**src/rtl/maxnet_pkg.sv**
```systemverilog
// Shared types and constants for the MAXNET winner-take-all engine.
// Latency: n/a (declarations only).
// Backpressure: n/a.
package maxnet_pkg;

    // Controller states.
    typedef enum logic [1:0] {
        IDLE = 2'd0,
        LOAD = 2'd1,
        ITER = 2'd2,
        DONE = 2'd3
    } state_t;

    // Default ROM image for the 4 x 32-bit configuration.
    // Entry i sits at bits [i*32 +: 32].
    localparam logic [4*32-1:0] ROM_DEFAULT = {
        32'h0000_0500,   // index 3
        32'h0000_0F00,   // index 2
        32'h0000_1400,   // index 1
        32'h0000_0A00    // index 0
    };

    // Index width, at least one bit so N=2 still gets a real counter.
    function automatic int idx_width(input int n);
        return (n <= 2) ? 1 : $clog2(n);
    endfunction

    // Activation width: one extra bit above the data width acts as the sign,
    // so the whole unsigned input range fits without wrapping.
    function automatic int act_width(input int w);
        return w + 1;
    endfunction

    // Width of the sum of N-1 activations with margin.
    function automatic int sum_width(input int n, input int w);
        return w + $clog2(n) + 1;
    endfunction

endpackage

```
**src/rtl/maxnet_rom.sv**
```systemverilog
// Combinational N x W lookup table holding the neuron input values.
// Latency: 0 cycles (pure combinational read).
// Backpressure: none; data follows addr in the same cycle.
module maxnet_rom
    import maxnet_pkg::*;
#(
    parameter int N  = 4,
    parameter int W  = 32,
    parameter int AW = 2,
    parameter logic [N*W-1:0] DATA = ROM_DEFAULT
) (
    input  logic [AW-1:0] addr,
    output logic [W-1:0]  data
);

    // Mux the addressed word out of the flattened image; out-of-range reads zero.
    always_comb begin
        data = '0;
        for (int i = 0; i < N; i++) begin
            if (addr == AW'(i)) begin
                data = DATA[i*W +: W];
            end
        end
    end

endmodule

```
**src/rtl/maxnet_top.sv**
```systemverilog
// MAXNET engine: loads N ROM words, runs parallel lateral inhibition, reports winner.
// Latency: 1 + N + iterations + 1 cycles from the start edge to done.
// Backpressure: none; start edges are ignored while loading or iterating.
module maxnet_top
    import maxnet_pkg::*;
#(
    parameter int N         = 4,
    parameter int W         = 32,
    parameter int EPS_SHIFT = 3,
    parameter logic [N*W-1:0] ROM_DATA = ROM_DEFAULT
) (
    input  logic         clk,
    input  logic         rst,
    input  logic         start,
    output logic [W-1:0] maxnumber,
    output logic         done
);

    localparam int IW  = idx_width(N);
    localparam int AWA = act_width(W);
    localparam int SW  = sum_width(N, W);
    localparam int CW  = $clog2(N + 1);

    state_t           state_q, state_d;
    logic             start_q;
    logic             trigger;
    logic [IW-1:0]    idx_q;
    logic [W-1:0]     rom_data;
    logic [W-1:0]     orig_q   [N];
    // Top bit is the sign; updates are clamped at zero so it stays clear.
    logic [AWA-1:0]   act_q    [N];
    logic [AWA-1:0]   act_nxt  [N];
    logic [SW-1:0]    sum_j    [N];
    logic [SW-1:0]    dec_j    [N];
    logic [N-1:0]     nz_mask;
    logic [N-1:0]     prev_nz_q;
    logic [N-1:0]     pick_mask;
    logic [CW-1:0]    nz_cnt;
    logic             term;
    logic             found;
    logic [IW-1:0]    winner;

    assign trigger = start & ~start_q;

    maxnet_rom #(
        .N    (N),
        .W    (W),
        .AW   (IW),
        .DATA (ROM_DATA)
    ) u_rom (
        .addr (idx_q),
        .data (rom_data)
    );

    // State register.
    always_ff @(posedge clk) begin
        if (rst) begin
            state_q <= IDLE;
        end else begin
            state_q <= state_d;
        end
    end

    // Next-state logic: a run is IDLE/DONE -> LOAD -> ITER -> DONE.
    always_comb begin
        state_d = state_q;
        case (state_q)
            IDLE: if (trigger) state_d = LOAD;
            LOAD: if (idx_q == IW'(N - 1)) state_d = ITER;
            ITER: if (term) state_d = DONE;
            DONE: if (trigger) state_d = LOAD;
            default: state_d = IDLE;
        endcase
    end

    // Parallel inhibition: every neuron subtracts eps times the sum of the others,
    // using the old activations, with a minimum step of 1 so small values still die.
    always_comb begin
        for (int j = 0; j < N; j++) begin
            sum_j[j] = '0;
            for (int k = 0; k < N; k++) begin
                if (k != j) begin
                    sum_j[j] = sum_j[j] + SW'(act_q[k]);
                end
            end
            dec_j[j] = sum_j[j] >> EPS_SHIFT;
            if (sum_j[j] != '0 && dec_j[j] == '0) begin
                dec_j[j] = SW'(1);
            end
            if (dec_j[j] > SW'(act_q[j])) begin
                act_nxt[j] = '0;
            end else begin
                act_nxt[j] = AWA'(SW'(act_q[j]) - dec_j[j]);
            end
        end
    end

    // Termination and winner selection on the current activations. When the
    // last survivors all hit zero together, fall back to last cycle's mask.
    always_comb begin
        nz_cnt = '0;
        for (int i = 0; i < N; i++) begin
            nz_mask[i] = (act_q[i] != '0);
            nz_cnt     = nz_cnt + CW'(nz_mask[i]);
        end
        term      = (nz_cnt <= CW'(1));
        pick_mask = (nz_cnt != '0) ? nz_mask : prev_nz_q;
        winner    = '0;
        found     = 1'b0;
        for (int i = 0; i < N; i++) begin
            if (!found && pick_mask[i]) begin
                winner = IW'(i);
                found  = 1'b1;
            end
        end
    end

    // Datapath registers: edge detect, load sequencing, activation updates, result.
    always_ff @(posedge clk) begin
        if (rst) begin
            start_q   <= 1'b0;
            idx_q     <= '0;
            prev_nz_q <= '0;
            maxnumber <= '0;
            done      <= 1'b0;
            for (int i = 0; i < N; i++) begin
                orig_q[i] <= '0;
                act_q[i]  <= '0;
            end
        end else begin
            start_q <= start;
            case (state_q)
                IDLE, DONE: begin
                    if (trigger) begin
                        idx_q     <= '0;
                        prev_nz_q <= '0;
                        done      <= 1'b0;
                    end
                end
                LOAD: begin
                    orig_q[idx_q] <= rom_data;
                    act_q[idx_q]  <= {1'b0, rom_data};
                    idx_q         <= idx_q + IW'(1);
                end
                ITER: begin
                    if (term) begin
                        maxnumber <= orig_q[winner];
                        done      <= 1'b1;
                    end else begin
                        prev_nz_q <= nz_mask;
                        for (int i = 0; i < N; i++) begin
                            act_q[i] <= act_nxt[i];
                        end
                    end
                end
                default: ;
            endcase
        end
    end

endmodule

```
**config.mk**
```make
export PLATFORM = sky130hd
export DESIGN_NAME = maxnet_top
export DESIGN_NICKNAME = d
export VERILOG_FILES = /design/src/rtl/maxnet_pkg.sv /design/src/rtl/maxnet_rom.sv /design/src/rtl/maxnet_top.sv
export SDC_FILE = /design/constraint.sdc
export NUM_CORES = 1
export LEC_CHECK = 0
export BUFFER_PORTS_ARGS = -buffer_cell sky130_fd_sc_hd__buf_2
export CAP_MARGIN = 20
export CORE_UTILIZATION = 45
export CTS_BUF_LIST = sky130_fd_sc_hd__clkbuf_4
export CTS_CLUSTER_SIZE = 28
export DETAILED_ROUTE_END_ITERATION = 12
export PLACE_DENSITY_LB_ADDON = 0.25
export REMOVE_ABC_BUFFERS = 1
export SYNTH_ARGS = -nofsm -noshare
export SYNTH_HDL_FRONTEND = slang
export SYNTH_SLANG_ARGS = --single-unit
```
**constraint.sdc**
```tcl
create_clock -name clk -period 9.5 [get_ports clk]
set_input_delay 0.475 -clock clk [delete_from_list [all_inputs] [get_ports clk]]
set_output_delay 0.475 -clock clk [all_outputs]
set_load 0.03 [all_outputs]
```
==> flow_summary.ini <==
[critical_path]
arrival_ps = 9760
crit_fanout = 7
start_kind = flop
rrSetupSlack_ps = 480
slowest_stage = nor4_1
crit_type = flop to flop
max_stage_delay_ps = 420
cp-end-kind = flop
required_ps = 10240

[sta]
relSlewSlack_pct = 19.5
setup_viol = 0
period_share_pct = 94.9
tns_ps = 0
rsz0062_at_grt = true
clock.fmax_ghz = 0.111
finalHoldViolations = 0
holdWs_ps = 509
skew_ps = 62.7
drv_slew = 0
worst_pin_slew_ps = 1200
min_period_ps = 9020

[drt]
wirelength_um = 85200
vias = 24400
initialDrtViolationCount = 2230
firstDrtPassIters = 6
drc = 0
wire_per_inst_um = 20.8
antenna_left = 0
avgViaCountPerCell = 5.97

[global_route]
grt_pass1_wl_um = 130000
grt_overflow = 0
grtUsageTotal_pct = 28.8
grt_pass1_vias = 22200
grt_max_degree = 27
grt_antenna_before_repair = 3

[min_path]
hold_class = flop to flop

[status]
status = complete, no violations

[floorplanning]
coreArea_sq_um = 56500
die_y_um = 242
initial_core_util_pct = 45.7
io_pins = 36
rows = 87
fp.dieArea_sq_um = 58300
die_w_um = 242

[clock_network]
max-clock-path-buffers = 2
cts_htree_levels = 4
cts_tree = done
cts_buffers = 17
clock-sinks = 162
clk_latency_ps = 850
root_buffer = clkbuf_4
clk_pin_slew_ps = 210

[layout]
layout.nets = 3825
fill_cells = 5611
drive_gt1_share_pct = 4.63
syn2layout_area_growth_pct = 5.65
fin_cells = 4089
multiInputGateArea_sq_um = 20600
ff_latch_area_sq_um = 3600

[logic_synthesis]
synth_largest_area_cell = ha_1
synth_area_sq_um = 25800
synth_seq_cells = 162
ys_seq_area_share_pct = 14.0
ys_top_cells_by_area = ha_1, dfxtp_1, fa_1
syn_inst = 3296
ys.flop_type = dfxtp_1
synth_edf_count = 36
ys_warn_count = 0
synthArstFlopShare_pct = 0
synth_cell_type_count = 98
synth_top_area_share_pct = 20.9
avgSynthCellArea_sq_um = 7.83

[placement]
dp_hpwl_um = 70900
portBuffers = 8
place_inst = 4046
gp_congestion = 1.01

[run]
drv_cap = 0
[cell usage in the layout, fill, tap and decap left out, types with 18 or more instances in the layout]
cell type,n
ha_1,430
inv_1,356
a21oi_1,259
nand2_1,223
o21ai_0,212
nor2_1,188
a21o_1,158
xnor2_1,132
dfxtp_1,126
xor2_1,85
fa_1,76
nor3_1,68
nand3_1,57
nand4_1,53
o21a_1,52
buf_4,52
nor2b_1,46
nor4_1,46
nand2b_1,45
a211oi_1,43
a31oi_1,41
o21bai_1,41
edfxtp_1,36
o22ai_1,35
and3_1,31
or3_1,28
a22o_1,28
conb_1,27
o211ai_1,21
and2_1,18
[synth_stat cells, types with 9 or more instances]
master / n
a2111oi_0: 16
a211o_1: 11
a211oi_1: 45
a21boi_0: 9
a21o_1: 158
a21oi_1: 263
a22o_1: 28
a31oi_1: 41
and2_1: 18
and3_1: 31
buf_4: 28
clkbuf_1: 58
dfxtp_1: 126
edfxtp_1: 36
fa_1: 76
ha_1: 431
inv_1: 356
mux2i_1: 9
nand2_1: 223
nand2b_1: 45
nand3_1: 57
nand4_1: 53
nor2_1: 188
nor2b_1: 46
nor3_1: 68
nor3b_1: 12
nor4_1: 48
o211ai_1: 21
o21a_1: 52
o21ai_0: 212
o21ai_1: 10
o21bai_1: 41
o22ai_1: 35
o31a_1: 12
o31ai_1: 13
o41ai_1: 10
or2_2: 16
or3_1: 28
xnor2_1: 132
xor2_1: 85
[worst max-delay path: cells and delay by family, from the launching register on]
kind / cells / cell delay (ps)
DFF: 1 / 410
and+or+nand+nor: 7 / 1330
adders and majority gates: 5 / 1500
AOI/OAI and AO/OA: 23 / 5250
xor gates and xnor gates: 2 / 390
[what timing repair did]
action                                 in CTS  in global routing
setup endpoints to repair                   0                 42
hold buffers                                3                  0
resized for setup                           0                 12
endpoints found under the hold margin      11                  0
buffers inserted                            0                  3
[metrics by stage]
stage          util (%)  instance area [sq um]  setup slack, ps
2_1_floorplan         -                  25500             1790
3_3_place_gp       47.5                  26800              430
3_5_place_dp       47.6                  26900              273
4_1_cts            48.1                  27200              187
5_1_grt            48.3                  27300             -123
6_report           48.3                  27300              480
[worst paths after layout]
path / startpoint / to / cells past startpoint
setup / recovery: act_q[0][0] / act_q[3][28] / 37
hold / removal: maxnumber[10] / maxnumber[10] / 2
hold reg to reg: maxnumber[10] / maxnumber[10] / 2
setup reg to reg: act_q[0][0] / act_q[3][28] / 37
[cells by family after synthesis]
logic type / count (synthesis) / synth area share [%]
XOR/XNOR: 218 / 7.43
AO/OA/AOI/OAI: 1075 / 27.5
adder cells (fa/ha/maj): 507 / 26.8
flip-flops: 162 / 14.0
buffers and inverters: 449 / 6.98
multiplexers: 9 / 0.349
other: 1 / 0.0145
AND/OR/NAND/NOR: 875 / 17.0
[metal layers]
layer  global-route usage, %  part of all wire (%)  routed length (um)  vias to the layer above
li1                        -                     -                   -                    11900
met1                    39.7                    46               39100                    11500
met2                    44.6                    43               36900                      822
met3                    3.96                   6.5                5570                      143
met4                    12.3                   4.2                3610                        0
met5                       0                     0                   0                        -
[sequential cells by signal, indices dropped and copies added (netlist names)]
signal / count
idx_q: 2
act_q: 132
start_q: 1
orig_q: 16
maxnumber: 4
done: 1
state_q: 2
prev_nz_q: 4
[area by class of cell]
type	count	area share [%]
multi-input combinational	2711	75.4
sequential	162	13.2
inverter	358	4.93
tap	756	3.47
timing repair buffer	65	1.86
clock inverter	15	0.583
clock buffer	17	0.468
antenna	5	0.0459
Power is not shown: default switching activity piles up to over one toggle a cycle in this logic, so the estimate is an artifact.
